**config.mk**
```make
export PLATFORM = sky130hd
export DESIGN_NAME = lc3_mem_arbiter
export DESIGN_NICKNAME = d
export VERILOG_FILES = /design/src/rtl/lc3_pkg.sv /design/src/rtl/lc3_mem_arbiter.sv
export SDC_FILE = /design/constraint.sdc
export NUM_CORES = 1
export LEC_CHECK = 0
export CAP_MARGIN = 10
export CORE_ASPECT_RATIO = 1.4
export CORE_MARGIN = 5
export CORE_UTILIZATION = 38
export CTS_BUF_LIST = sky130_fd_sc_hd__clkbuf_4
export DETAILED_ROUTE_END_ITERATION = 8
export PLACE_DENSITY = 0.9
export SLEW_MARGIN = 25
export SYNTH_ARGS = -nofsm -noshare
export SYNTH_HDL_FRONTEND = slang
export SYNTH_SLANG_ARGS = --single-unit
export TNS_END_PERCENT = 1
```
**constraint.sdc**
```tcl
create_clock -name clk -period 1.34 [get_ports clk]
set_input_delay 0.268 -clock clk [delete_from_list [all_inputs] [get_ports clk]]
set_output_delay 0.268 -clock clk [all_outputs]
set_load 0.01 [all_outputs]
```
**src/rtl/lc3_pkg.sv**
```systemverilog
// Shared LC-3 memory-subsystem definitions: arbiter FSM encoding,
// port identifiers, the latched request bundle and the grant picker.
package lc3_pkg;

    localparam logic [1:0] ST_IDLE  = 2'd0;
    localparam logic [1:0] ST_SERVE = 2'd1;
    localparam logic [1:0] ST_ACK   = 2'd2;

    localparam logic PORT0 = 1'b0;
    localparam logic PORT1 = 1'b1;

    typedef struct packed {
        logic        we;
        logic [15:0] addr;
        logic [15:0] wdata;
    } mem_req_t;

    // Winner among the requesters. Under contention round-robin hands the
    // grant to the port that was not served last; otherwise port 0 wins.
    function automatic logic pick_port(
        input logic r0,
        input logic r1,
        input logic last,
        input logic rr
    );
        if (r0 && r1)
            return rr ? ~last : PORT0;
        return r0 ? PORT0 : PORT1;
    endfunction

endpackage

```
**src/rtl/lc3_mem_arbiter.sv**
```systemverilog
// Two-port arbiter in front of a 64K x 16 RAM (combinational read,
// synchronous write). One transaction per 3 cycles: IDLE, SERVE, ACK.
// Ports:
//   clk, rst_n               clock, async active-low reset
//   pN_req/we/addr/wdata     requester N (held until pN_ack)
//   pN_ack                   one-cycle completion pulse
//   rdata                    last read result (held across writes)
//   ram_a/ram_d/ram_we       RAM address, write data, write enable
//   ram_spo                  RAM combinational read data
//   busy, gnt_id             FSM not idle, port currently/last served
module lc3_mem_arbiter
    import lc3_pkg::*;
#(
    parameter int RR_EN = 1
) (
    input  logic        clk,
    input  logic        rst_n,
    input  logic        p0_req,
    input  logic        p1_req,
    input  logic        p0_we,
    input  logic        p1_we,
    input  logic [15:0] p0_addr,
    input  logic [15:0] p1_addr,
    input  logic [15:0] p0_wdata,
    input  logic [15:0] p1_wdata,
    output logic        p0_ack,
    output logic        p1_ack,
    output logic [15:0] rdata,
    output logic [15:0] ram_a,
    output logic [15:0] ram_d,
    output logic        ram_we,
    input  logic [15:0] ram_spo,
    output logic        busy,
    output logic        gnt_id
);

    logic [1:0] state;
    mem_req_t   lat;
    logic       sel;
    mem_req_t   req_sel;

    always_comb begin
        sel     = pick_port(p0_req, p1_req, gnt_id, RR_EN != 0);
        req_sel = (sel == PORT0) ? {p0_we, p0_addr, p0_wdata}
                                 : {p1_we, p1_addr, p1_wdata};
    end

    // Reset leaves gnt_id at port 1 so port 0 wins the first contention.
    always_ff @(posedge clk or negedge rst_n) begin
        if (!rst_n) begin
            state  <= ST_IDLE;
            lat    <= '0;
            gnt_id <= PORT1;
            rdata  <= '0;
        end else begin
            case (state)
                ST_IDLE: begin
                    if (p0_req || p1_req) begin
                        state  <= ST_SERVE;
                        lat    <= req_sel;
                        gnt_id <= sel;
                    end
                end
                ST_SERVE: begin
                    state <= ST_ACK;
                    if (!lat.we)
                        rdata <= ram_spo;
                end
                ST_ACK:  state <= ST_IDLE;
                default: state <= ST_IDLE;
            endcase
        end
    end

    // The latched bundle only changes on a grant, so the RAM address
    // naturally holds its last value while idle.
    assign ram_a  = lat.addr;
    assign ram_d  = lat.wdata;
    assign ram_we = (state == ST_SERVE) && lat.we;
    assign busy   = (state != ST_IDLE);
    assign p0_ack = (state == ST_ACK) && (gnt_id == PORT0);
    assign p1_ack = (state == ST_ACK) && (gnt_id == PORT1);

endmodule

```
# --- Word-level counts from Yosys, hierarchy flattened ---
# Index checks and enable logic that the tools add are counted.
classes:
  reduce_logical: 9
  n_bitwise: 2
  mux: 7
  n_eq_ne: 3
ops:
  columns: ["operator", "n"]
  rows:
  - ["$mux 33", 1]
  - ["$logic_and 1x1->1", 4]
  - ["$mux 1", 4]
  - ["$pmux 2 s2", 1]
  - ["$reduce_and 2->1", 2]
  - ["$eq 2x1->1 const B", 1]
  - ["$eq 2x2->1 const B", 1]
  - ["$logic_not 2->1", 1]
  - ["$mux 2", 1]
  - ["$ne 2x2->1 const B", 1]
  - ["$not 1->1", 2]
  - ["$reduce_bool 2->1", 1]
  - ["$logic_or 1x1->1", 1]
totals:
  word_cells: 27
  out_inout_bits: 53
  inputBits: 86
  ff_bits: 52

# --- Longest topological paths before layout ---
logic_depth:
  ltp_word: 4
  depth_mapped: 7
  mapped_depth_nobuf: 3

# --- Least setup slack after synthesis ---
# Ideal clock, no wire load.
synth_path:
  path_type: "flip-flop to flip-flop"
  from: "reg gnt_id"
  to: "reg lat (netlist bit ram_a[10])"
  setup_time_ps: 81
  path_buffers: 2
  stages_incl_launch_ff: 6
  arrival_time_ps: 1377
  slack_ps: -119
  synth_period_minus_slack_ps: 1459
  cell_sequence: "dfstp_2 nand2b_1 buf_2 clkbuf_1 nand3_1 a31oi_2"
synth_between:
  elab_chain_len: 4
synth_rtl:
  columns: ["item", "line", "rtl"]
  rows:
  - ["start, declared", "lc3_mem_arbiter.sv:34", "output logic gnt_id"]
  - ["start signal, assigned", "lc3_mem_arbiter.sv:61", "gnt_id <= sel;"]
  - ["$not 1->1", "lc3_pkg.sv:27", "return rr ? ~last : PORT0;"]
  - ["$mux 1", "lc3_pkg.sv:26", "if (r0 && r1)"]
  - ["$mux 1", "lc3_pkg.sv:28", "return r0 ? PORT0 : PORT1;"]
  - ["$mux 33", "lc3_mem_arbiter.sv:44", "req_sel = (sel == PORT0) ? {p0_we, p0_addr, p0_wdata}"]
  - ["end signal, assigned", "lc3_mem_arbiter.sv:60", "lat <= req_sel;"]
  - ["end, declared", "lc3_mem_arbiter.sv:38", "mem_req_t lat;"]
# Every way passes these cells. The select of a mux whose other input is x is not followed.
# A chain may end at the register's enable or synchronous reset.

# --- Worst setup path in the final report ---
layout_path:
  from: "reg gnt_id"
  to: "out p1_ack"
layout_between:
  elab_chain_len: 1
layout_rtl:
  columns: ["item", "line", "rtl"]
  rows:
  - ["$logic_and 1x1->1", "lc3_mem_arbiter.sv:82", "assign p1_ack = (state == ST_ACK) && (gnt_id == PORT1);"]
  - ["end, declared", "lc3_mem_arbiter.sv:27", "output logic p1_ack,"]
# Every way passes these cells.

==> flow_metrics.py <==
metrics = {
    "synthesis": {
        "yosys.area.top_type": "dfrtp_1",
        "synth_edf_count": 0,
        "synth_xor_area_frac": 0,
        "synth.cell_area_um2": 2840,
        "synth_warnings": 0,
        "synth_nets": 359,
        "synthMuxAreaShare": 0.0634,
        "yosys.area.top_type_share": 0.449,
        "synth_common_cells": "51 x dfrtp_1, 34 x a21oi_1, 33 x nand3_1, 33 x o21ai_0, 32 x buf_4",
        "avgSynthCellArea_um2": 10.4,
        "synth_top_family_by_area": "compound AO/OA/AOI/OAI gates",
        "synthDistinctLibCells": 22,
        "synth_most_common_cell": "dfrtp_1",
        "synth-adder-area-share": 0,
        "synth-main-ff-cell": "dfrtp_1",
        "ys_seq_area_frac": 0.458,
        "synth_seq_cells": 52,
        "synth-simple-area-share": 0.0823,
        "synth_compound_area_frac": 0.256,
        "synth_area_leaders": "dfrtp_1 45%, a31oi_2 13%, buf_4 8.4%, a21oi_1 6.0%, nand3_1 5.8%",
        "netlist_instances": 273,
        "synth_async_sr_flop_share": 1.00,
    },
    "die": {
        "rows": 37,
        "die_w_um": 83.1,
        "start_util": 0.389,
        "coreArea_um2": 7310,
        "dieArea_um2": 9340,
        "chipHeight_um": 112,
        "io_pins": 139,
    },
    "global_route": {
        "grt_usage": 0.186,
        "grt_pass1_vias": 2697,
        "grt_pass1_wl_mm": 13.8,
        "antenna_found_initial": 1,
        "grt_overflow_total": 0,
        "grt_max_degree": 53,
    },
    "clock_tree": {
        "cts.path.max_buffers": 2,
        "root_buffer": "clkbuf_4",
        "clock_sinks": 52,
        "htreeDepth": 2,
        "cts_tree": "built",
        "cts.clk_slew.worst_paths_ns": 0.16,
        "clock_latency_ns": 0.37,
        "cts_made_buffers": 5,
    },
    "worst_hold_path": {
        "hp-class": "input pin to asynchronous set/reset pin",
    },
    "sta": {
        "period_needed_ns": 1.60,
        "slew_viol_final": 0,
        "finalCritPeriodShare": 1.20,
        "fmax_ghz": 0.623,
        "setup_viol": 54,
        "slew-limit-headroom": 0.720,
        "finClkSkew_ns": 0.0148,
        "hold_violations": 0,
        "finalWorstSetupSlack_ns": -0.265,
        "grt_setup_unrepaired": "yes",
        "worstMarginPinSlew_ns": 0.419,
    },
    "run": {
        "drv_cap": 0,
    },
    "critical_path": {
        "cp_max_fo": 4,
        "worst-path-buf-inv": 1,
        "required_ns": 1.07,
        "worst_setup_path_end_kind": "primary output",
        "cp-start-kind": "flip-flop",
        "slowest_delay_ns": 0.64,
        "critPathKind": "flip-flop to primary output",
        "path_delay_family": "flip-flops",
        "worst_ep_arrival_time_ns": 1.34,
        "cp_slowest_cell": "dfstp_2",
        "crit_chain": "and3b_1, buf_6",
    },
    "layout": {
        "drive_gt1_frac": 0.261,
        "area_growth_pct": 51.7,
        "finalNetCount": 472,
        "final_util": 0.590,
    },
    "drt": {
        "first_iter_violations": 172,
        "routed_wl_mm": 8.87,
        "route.vias.total": 2554,
        "antenna_left": 0,
        "drt-vias-per-instance": 5.27,
        "avgRoutedWirePerCell_um": 18.3,
        "drc_errors": 0,
        "firstDrtPassIters": 4,
    },
    "outcome": {
        "status": "finished, violations left",
        "violations": "setup timing",
    },
    "place": {
        "place_congestion": 0.813,
        "io_buffers": 138,
        "dp_slack_ns": -0.870,
        "dpl.hpwl_mm": 6.33,
    },
    "power_and_ir_drop": {
        "p_seq_frac": 0.319,
        "vdd_drop_max_mv": 1.39,
        "power.total_mw": 8.94,
        "p_sw_frac": 0.376,
        "p_comb_frac": 0.539,
        "p_switching_mw": 3.36,
        "power_frac_clock": 0.143,
        "intPower_mw": 5.58,
        "leakage_nw": 1.71,
        "power_density_nw_per_um2": 2070,
    },
}
-- power by group through the flow --
stage               sequential, mW  combinational [mW]  clock (mW)
detailed placement            2.88                4.86           0
global placement              2.84                4.71           0
CTS                           2.83                4.85        1.31
finish                        2.85                4.81        1.28
floorplan                     2.90                3.08           0
global route                  2.94                5.17        1.36
-- metrics by stage --
step | setup TNS, ns | cell area, um2 | hold WS, ns | instances
finish | -5.08 | 4320 | 0.392 | 485
detailed placement | -29.30 | 4100 | 0.285 | 465
floorplan | -0.641 | 2850 | -0.0276 | 273
CTS | -8.51 | 4340 | 0.390 | 485
global route | -8.89 | 4320 | 0.431 | 485
global placement | -27.30 | 4100 | 0.278 | 465
-- routing by layer --
layer | vias to the layer above | track usage | routed length (um) | part of all wire
li1 | 1181 | - | - | -
met1 | 1225 | 0.198 | 3260 | 0.37
met2 | 120 | 0.338 | 4700 | 0.53
met3 | 28 | 0.0389 | 481 | 0.054
met4 | 0 | 0.105 | 429 | 0.048
met5 | - | 0 | 0 | 0
-- worst reg2reg max path, stage by stage, from the launching register on --
cell      delay [ns]
dfstp_2         0.64
buf_6           0.13
nand2b_4        0.14
buf_8           0.15
nand3_1         0.11
a31oi_2         0.21
-- cells in the final DEF, fill, tap and decap left out --
master           count
and3b_1              1
clkbuf_4             5
mux2_1              10
dlygate4sd3_1        1
buf_6                9
buf_8                1
nor2b_2              1
clkdlybuf4s15_1     32
nor2b_4              3
buf_4               14
clkdlybuf4s50_1     84
a31oi_2             29
buf_2                4
nor2_4               1
mux2_2               6
dfstp_2              1
nor3b_2              1
clkbuf_2            15
a31oi_1              5
buf_12               3
o21ai_0             31
o21ai_1              2
inv_1                2
nand3_1             33
bufinv_16            3
or2_4                1
dfrtp_1             51
nand2b_4             1
diode_2              1
and2_4               3
a21oi_1             34
-- cell families (layout without fill, tap and decap cells) --
logic type | Yosys count | count (layout)
AO/OA/AOI/OAI | 101 | 101
buffers and inverters | 61 | 173
flip-flops | 52 | 52
multiplexers | 16 | 16
other | 0 | 1
AND/OR/NAND/NOR | 43 | 45
-- area by class of cell --
type	count	area (um2)
multi-input combinational	162	1210
tap	97	121
sequential	52	1300
inverter	2	7.51
antenna	1	2.50
clock buffer	5	37.5
fill	649	3000
timing repair buffer	163	1550
clock inverter	3	90.1
-- sequential cells by signal, indices dropped and copies added (netlist names) --
signal,count
gnt_id,1
lat,1
ram_a,16
ram_d,16
rdata,16
state,2
-- worst paths after layout --
path	cells past startpoint	slack [ns]	from	to
setup / recovery	2	-0.26	gnt_id	p1_ack
hold / removal	3	0.39	rst_n	ram_d[1]
min in group clk	3	0.46	p1_addr[14]	ram_a[14]
max in group asynchronous	3	0.64	rst_n	gnt_id
setup reg to reg	5	-0.12	gnt_id	ram_a[5]
hold reg to reg	1	0.50	rdata[4]	rdata[4]
-- timing repair --
item,in CTS,in global routing
hold endpoints to repair,51,0
resized for setup,119,43
hold buffers,1,0
pin swaps,8,3
buffers inserted,9,0
cloned,2,0
endpoints found under the setup margin,103,82
(Power assumes the default switching activity.)
